[src/rtl/seq_shift_unit.sv]
// Multi-cycle shift/rotate register: one command per handshake, shifts the held word one bit per clock.
// Latency: LOAD/NOP/reserved/amt==0 -> done one cycle after accept; shift by n -> o final n edges after accept, done next cycle.
// Backpressure: cmd_ready is high only in IDLE; one command in flight, next accept no earlier than the cycle after DONE.
module seq_shift_unit #(
    parameter int unsigned     W         = 8,
    parameter logic [W-1:0]    RESET_VAL = '0,
    localparam int unsigned    AW        = $clog2(W)
) (
    input  logic          clk,
    input  logic          rst,
    input  logic          cmd_valid,
    output logic          cmd_ready,
    input  logic [2:0]    cmd_op,
    input  logic [AW-1:0] cmd_amt,
    input  logic [W-1:0]  load_data,
    output logic [W-1:0]  o,
    output logic          busy,
    output logic          done,
    output logic          err
);

    // Command opcodes as presented on cmd_op.
    localparam logic [2:0] OP_NOP  = 3'b000;
    localparam logic [2:0] OP_SLL  = 3'b001;
    localparam logic [2:0] OP_SRL  = 3'b010;
    localparam logic [2:0] OP_LOAD = 3'b011;
    localparam logic [2:0] OP_SRA  = 3'b100;
    localparam logic [2:0] OP_ROL  = 3'b101;
    localparam logic [2:0] OP_ROR  = 3'b110;
    localparam logic [2:0] OP_RSVD = 3'b111;

    typedef enum logic [1:0] {
        S_IDLE  = 2'd0,
        S_SHIFT = 2'd1,
        S_DONE  = 2'd2
    } state_t;

    state_t          state;
    state_t          state_nxt;

    // Latched command and working registers.
    logic [2:0]      op_q;
    logic [2:0]      op_nxt;
    logic [AW-1:0]   cnt;
    logic [AW-1:0]   cnt_nxt;
    logic            err_q;
    logic            err_nxt;
    logic [W-1:0]    o_nxt;

    // Single one-bit step of the held word for the latched operation.
    function automatic logic [W-1:0] shift_step(input logic [W-1:0] v, input logic [2:0] op);
        logic [W-1:0] r;
        r = v;
        case (op)
            OP_SLL:  r = {v[W-2:0], 1'b0};
            OP_SRL:  r = {1'b0, v[W-1:1]};
            OP_SRA:  r = {v[W-1], v[W-1:1]};
            OP_ROL:  r = {v[W-2:0], v[W-1]};
            OP_ROR:  r = {v[0], v[W-1:1]};
            default: r = v;
        endcase
        return r;
    endfunction

    // True for the ops that walk through the SHIFT state.
    function automatic logic is_shift_op(input logic [2:0] op);
        return (op == OP_SLL) || (op == OP_SRL) || (op == OP_SRA) ||
               (op == OP_ROL) || (op == OP_ROR);
    endfunction

    // State register; reset aborts any command in flight without a done pulse.
    always_ff @(posedge clk or posedge rst) begin
        if (rst) begin
            state <= S_IDLE;
        end else begin
            state <= state_nxt;
        end
    end

    // Next-state and next-datapath decode from the registered state and the accepted command.
    always_comb begin
        state_nxt = state;
        o_nxt     = o;
        cnt_nxt   = cnt;
        op_nxt    = op_q;
        err_nxt   = err_q;
        case (state)
            S_IDLE: begin
                // cmd_ready is high throughout IDLE, so valid alone means accept.
                if (cmd_valid) begin
                    op_nxt  = cmd_op;
                    err_nxt = 1'b0;
                    if (cmd_op == OP_LOAD) begin
                        o_nxt     = load_data;
                        state_nxt = S_DONE;
                    end else if (cmd_op == OP_RSVD) begin
                        err_nxt   = 1'b1;
                        state_nxt = S_DONE;
                    end else if (is_shift_op(cmd_op) && (cmd_amt != '0)) begin
                        cnt_nxt   = cmd_amt;
                        state_nxt = S_SHIFT;
                    end else begin
                        // NOP or a zero-distance shift: word is left untouched.
                        state_nxt = S_DONE;
                    end
                end
            end
            S_SHIFT: begin
                o_nxt   = shift_step(o, op_q);
                cnt_nxt = cnt - AW'(1);
                if (cnt == AW'(1)) begin
                    state_nxt = S_DONE;
                end
            end
            S_DONE: begin
                // err is visible for the DONE cycle only; clear it on the way out.
                err_nxt   = 1'b0;
                state_nxt = S_IDLE;
            end
            default: begin
                state_nxt = S_IDLE;
                err_nxt   = 1'b0;
                cnt_nxt   = '0;
            end
        endcase
    end

    // Datapath registers: shift word, remaining count, latched op and error flag.
    always_ff @(posedge clk or posedge rst) begin
        if (rst) begin
            o     <= RESET_VAL;
            cnt   <= '0;
            op_q  <= OP_NOP;
            err_q <= 1'b0;
        end else begin
            o     <= o_nxt;
            cnt   <= cnt_nxt;
            op_q  <= op_nxt;
            err_q <= err_nxt;
        end
    end

    // Status outputs decode registered state only; no input-to-output path.
    always_comb begin
        cmd_ready = (state == S_IDLE);
        busy      = (state == S_SHIFT);
        done      = (state == S_DONE);
        err       = (state == S_DONE) && err_q;
    end

endmodule

[config.mk]
export PLATFORM = sky130hd
export DESIGN_NAME = seq_shift_unit
export DESIGN_NICKNAME = d
export VERILOG_FILES = /design/src/rtl/seq_shift_unit.sv
export SDC_FILE = /design/constraint.sdc
export NUM_CORES = 1
export LEC_CHECK = 0
export BUFFER_PORTS_ARGS = -buffer_cell sky130_fd_sc_hd__buf_2
export CAP_MARGIN = 40
export CORE_ASPECT_RATIO = 0.9
export CORE_MARGIN = 3
export CORE_UTILIZATION = 46
export CTS_CLUSTER_DIAMETER = 120
export CTS_CLUSTER_SIZE = 16
export DETAILED_ROUTE_END_ITERATION = 7
export PLACE_DENSITY = 0.82
export SLEW_MARGIN = 20
export SYNTH_ARGS = -nofsm -noshare
export SYNTH_HDL_FRONTEND = slang
export SYNTH_SLANG_ARGS = --single-unit
export TNS_END_PERCENT = 50
[constraint.sdc]
create_clock -name clk -period 1.4 [get_ports clk]
set_input_delay 0.28 -clock clk [delete_from_list [all_inputs] [get_ports clk]]
set_output_delay 0.28 -clock clk [all_outputs]
set_load 0.02 [all_outputs]
==> flow_summary_export.csv <==
group,metric,value,unit
worst_setup_path,end_kind,"output pin",
synthesis,synth_warnings,0,
clocking,insertion_delay,0.30,ns
clocking,root_buffer,"clkbuf_4",
synthesis,synth-compound-area-share,0.163,
worst_setup_path,critPathMaxFanout,3,
synthesis,synthXorXnorAreaFrac,0.00819,
floorplan,rows,15,
sta,period_needed,1.55,ns
placed_design,place_congestion,0.760,
run_status,failed_checks,"setup timing",
sta,maxSlewHeadroom,0.775,
sta,max_freq,0.647,GHz
pwr,total_power,4.23,mW
synthesis,syn_inst,111,
finish,multi_input_area,692,um^2
worst_setup_path,critPathKind,"flip-flop to output pin",
pwr,p_per_area,2610,nW/um^2
finish,fillers,125,
run_status,status,"complete, but fails checks",
sta,fin_crit_sh,1.10,
drt,avgViaCountPerCell,5.58,
synthesis,synthArstFlopShare,1.00,
sta,hold_violations,0,
floorplan,initial_core_util,0.518,
worst_setup_path,worstPathRequired,1.12,ns
global_routing,grt_max_degree,18,
worst_setup_path,critPathLaunchType,"flip-flop",
synthesis,avgSynthCellArea,9.64,um^2
drt,vias,1072,
synthesis,synth.area.mux_share,0.172,
finish,fin_nets,187,
finish,regArea,428,um^2
drt,ant_nets,0,
floorplan,chipHeight,51.8,um
drt,drc,0,
global_routing,grt_use_total,0.217,
global_routing,grt_pass1_wl,4880,um
synthesis,synth-edff-count,0,
clocking,cts_tree,"done",
floorplan,io-pin-count,29,
sta,tightestPinTransition,0.336,ns
sta,rsz0062_at_grt,"yes",
drt,drt_first_iter_violations,60,
hold_path,hold_path.class,"input pin to flip-flop",
global_routing,grt_pass1_vias,1106,
sta,setup_viol,12,
sta,setup_ws,-0.146,ns
floorplan,dieArea,2940,um^2
pwr,p_leak,0.787,nW
clocking,clkTransAtPathRegs,0.10,ns
synthesis,syn_nets,130,
synthesis,ys_seq_area_frac,0.398,
drt,dr.pass1.iters,4,
clocking,cts_buffer_depth,2,
placed_design,dp.cells,177,
synthesis,netlist_area,1070,um^2
finish,instances_no_fill,192,
floorplan,die_x,56.8,um
placed_design,hpwlAfterDp,2020,um
global_routing,grt_antenna_before_repair,0,
finish,final_common_cell,"buf_2",
global_routing,overflow,0,
synthesis,ys_ff_latch,17,
finish,most-common-layout-cells,"25 x buf_2, 20 x buf_4, 15 x dfrtp_1, 9 x nand2_1, 9 x buf_6",
drt,wl,3270,um
job,maxCapViolCount,0,
finish,syn2layout_area_growth,51.2,%
synthesis,synth_top_family_by_area,"multiplexers",
sta,skew,0.00405,ns
clocking,cts_made_buffers,3,
clocking,cts.htree.levels,1,
finish,diodes,0,
sta,slew_violations,0,
synthesis,synthAdderAreaFrac,0.0234,
drt,avgRoutedWirePerCell,17.0,um
worst_setup_path,critPathArrivalTime,1.27,ns
synthesis,synth_top_flop_cell,"dfrtp_1",
synthesis,synthSimpleGateAreaFrac,0.171,
floorplan,core_area,2060,um^2
clocking,cts_sinks,17,
placed_design,io_buffers,28,
finish,drive_above_1_share,0.551,
synthesis,yosysUniqueCellTypes,34,
pwr,peakVddDrop,1.44,mV
[repair_timing]
action	in CTS	in global routing
setup endpoints to repair	12	15
buffers inserted	5	6
cloned	0	0
hold endpoints to repair	17	0
pin swaps	4	5
hold buffers	1	0
gates resized for setup	25	22
[cell type report]
class | count | area share
inverter | 7 | 0.0209
clock buffer | 4 | 0.0162
tap | 25 | 0.0193
timing repair buffer | 56 | 0.251
sequential | 17 | 0.265
multi-input combinational | 83 | 0.428
[synth_stat cells, drive strengths merged, types with 3 or more instances]
library cell / n / area share
nand2: 9 / 0.032
o21ai: 3 / 0.025
a21oi: 12 / 0.056
nor2: 12 / 0.047
inv: 7 / 0.029
mux2i: 6 / 0.056
dfrtp: 17 / 0.40
nor2b: 3 / 0.018
mux2: 11 / 0.12
nand3: 3 / 0.014
buf: 4 / 0.036
[flip-flops by register name (all words and copies together), names as in the netlist]
| name | count |
|---|---|
| o | 8 |
| op_q | 3 |
| err_q | 1 |
| state | 2 |
| cnt | 3 |
[path summary, 6_finish.rpt]
check / from / endpoint / slack [ns] / depth (start not counted)
setup reg to reg: state[0] / o[1] / -0.14 / 8
hold reg to reg: cnt[1] / cnt[1] / 0.49 / 2
hold / removal: cmd_amt[1] / cnt[1] / 0.27 / 3
min in group asynchronous: rst / o[4] / 0.52 / 4
setup / recovery: state[0] / err / -0.15 / 5
max in group asynchronous: rst / op_q[0] / 0.66 / 4
[worst max-delay path, stage by stage (launching register included)]
cell and delay [ns]:
dfrtp_1 0.40, buf_6 0.13, buf_6 0.11, nor2b_4 0.10, and2_4 0.14, buf_6 0.10
[power by group]
part | internal [mW] | switching (mW) | total (mW)
combinational | 1.54 | 1.40 | 2.94
sequential | 0.741 | 0.271 | 1.01
clock | 0.111 | 0.164 | 0.275
total | 2.40 | 1.83 | 4.23
[per-stage QoR]
stage                     setup WS (ns)  utilization  hold slack (ns)  TNS [ns]  cell area [um^2]
after floorplan                -0.00898            -            0.206   -0.0662              1070
after global placement          -0.0175        0.644            0.299   -0.0736              1330
after detailed placement        -0.0592        0.644            0.303    -0.405              1330
after CTS                        -0.157        0.721            0.267    -0.760              1490
after global routing             -0.214        0.784            0.281     -2.11              1620
final                            -0.146        0.784            0.269     -1.39              1620
[cell families (layout without fill, tap and decap cells)]
logic type | count (synthesis) | in the layout
xor+xnor | 1 | 1
simple gates | 37 | 37
fa+ha+maj | 2 | 2
mux | 17 | 17
flops | 17 | 17
compound gates | 26 | 26
buf+inv | 11 | 67
[per-layer routing]
metal,vias to the layer above,global-route usage,part of all wire,wire length (um)
li1,506,-,-,-
met1,522,0.240,0.40,1320
met2,29,0.387,0.52,1710
met3,15,0.0347,0.036,117
met4,0,0.147,0.039,127
met5,-,0,0,0
No activity file was read; power rests on OpenSTA's default activity.
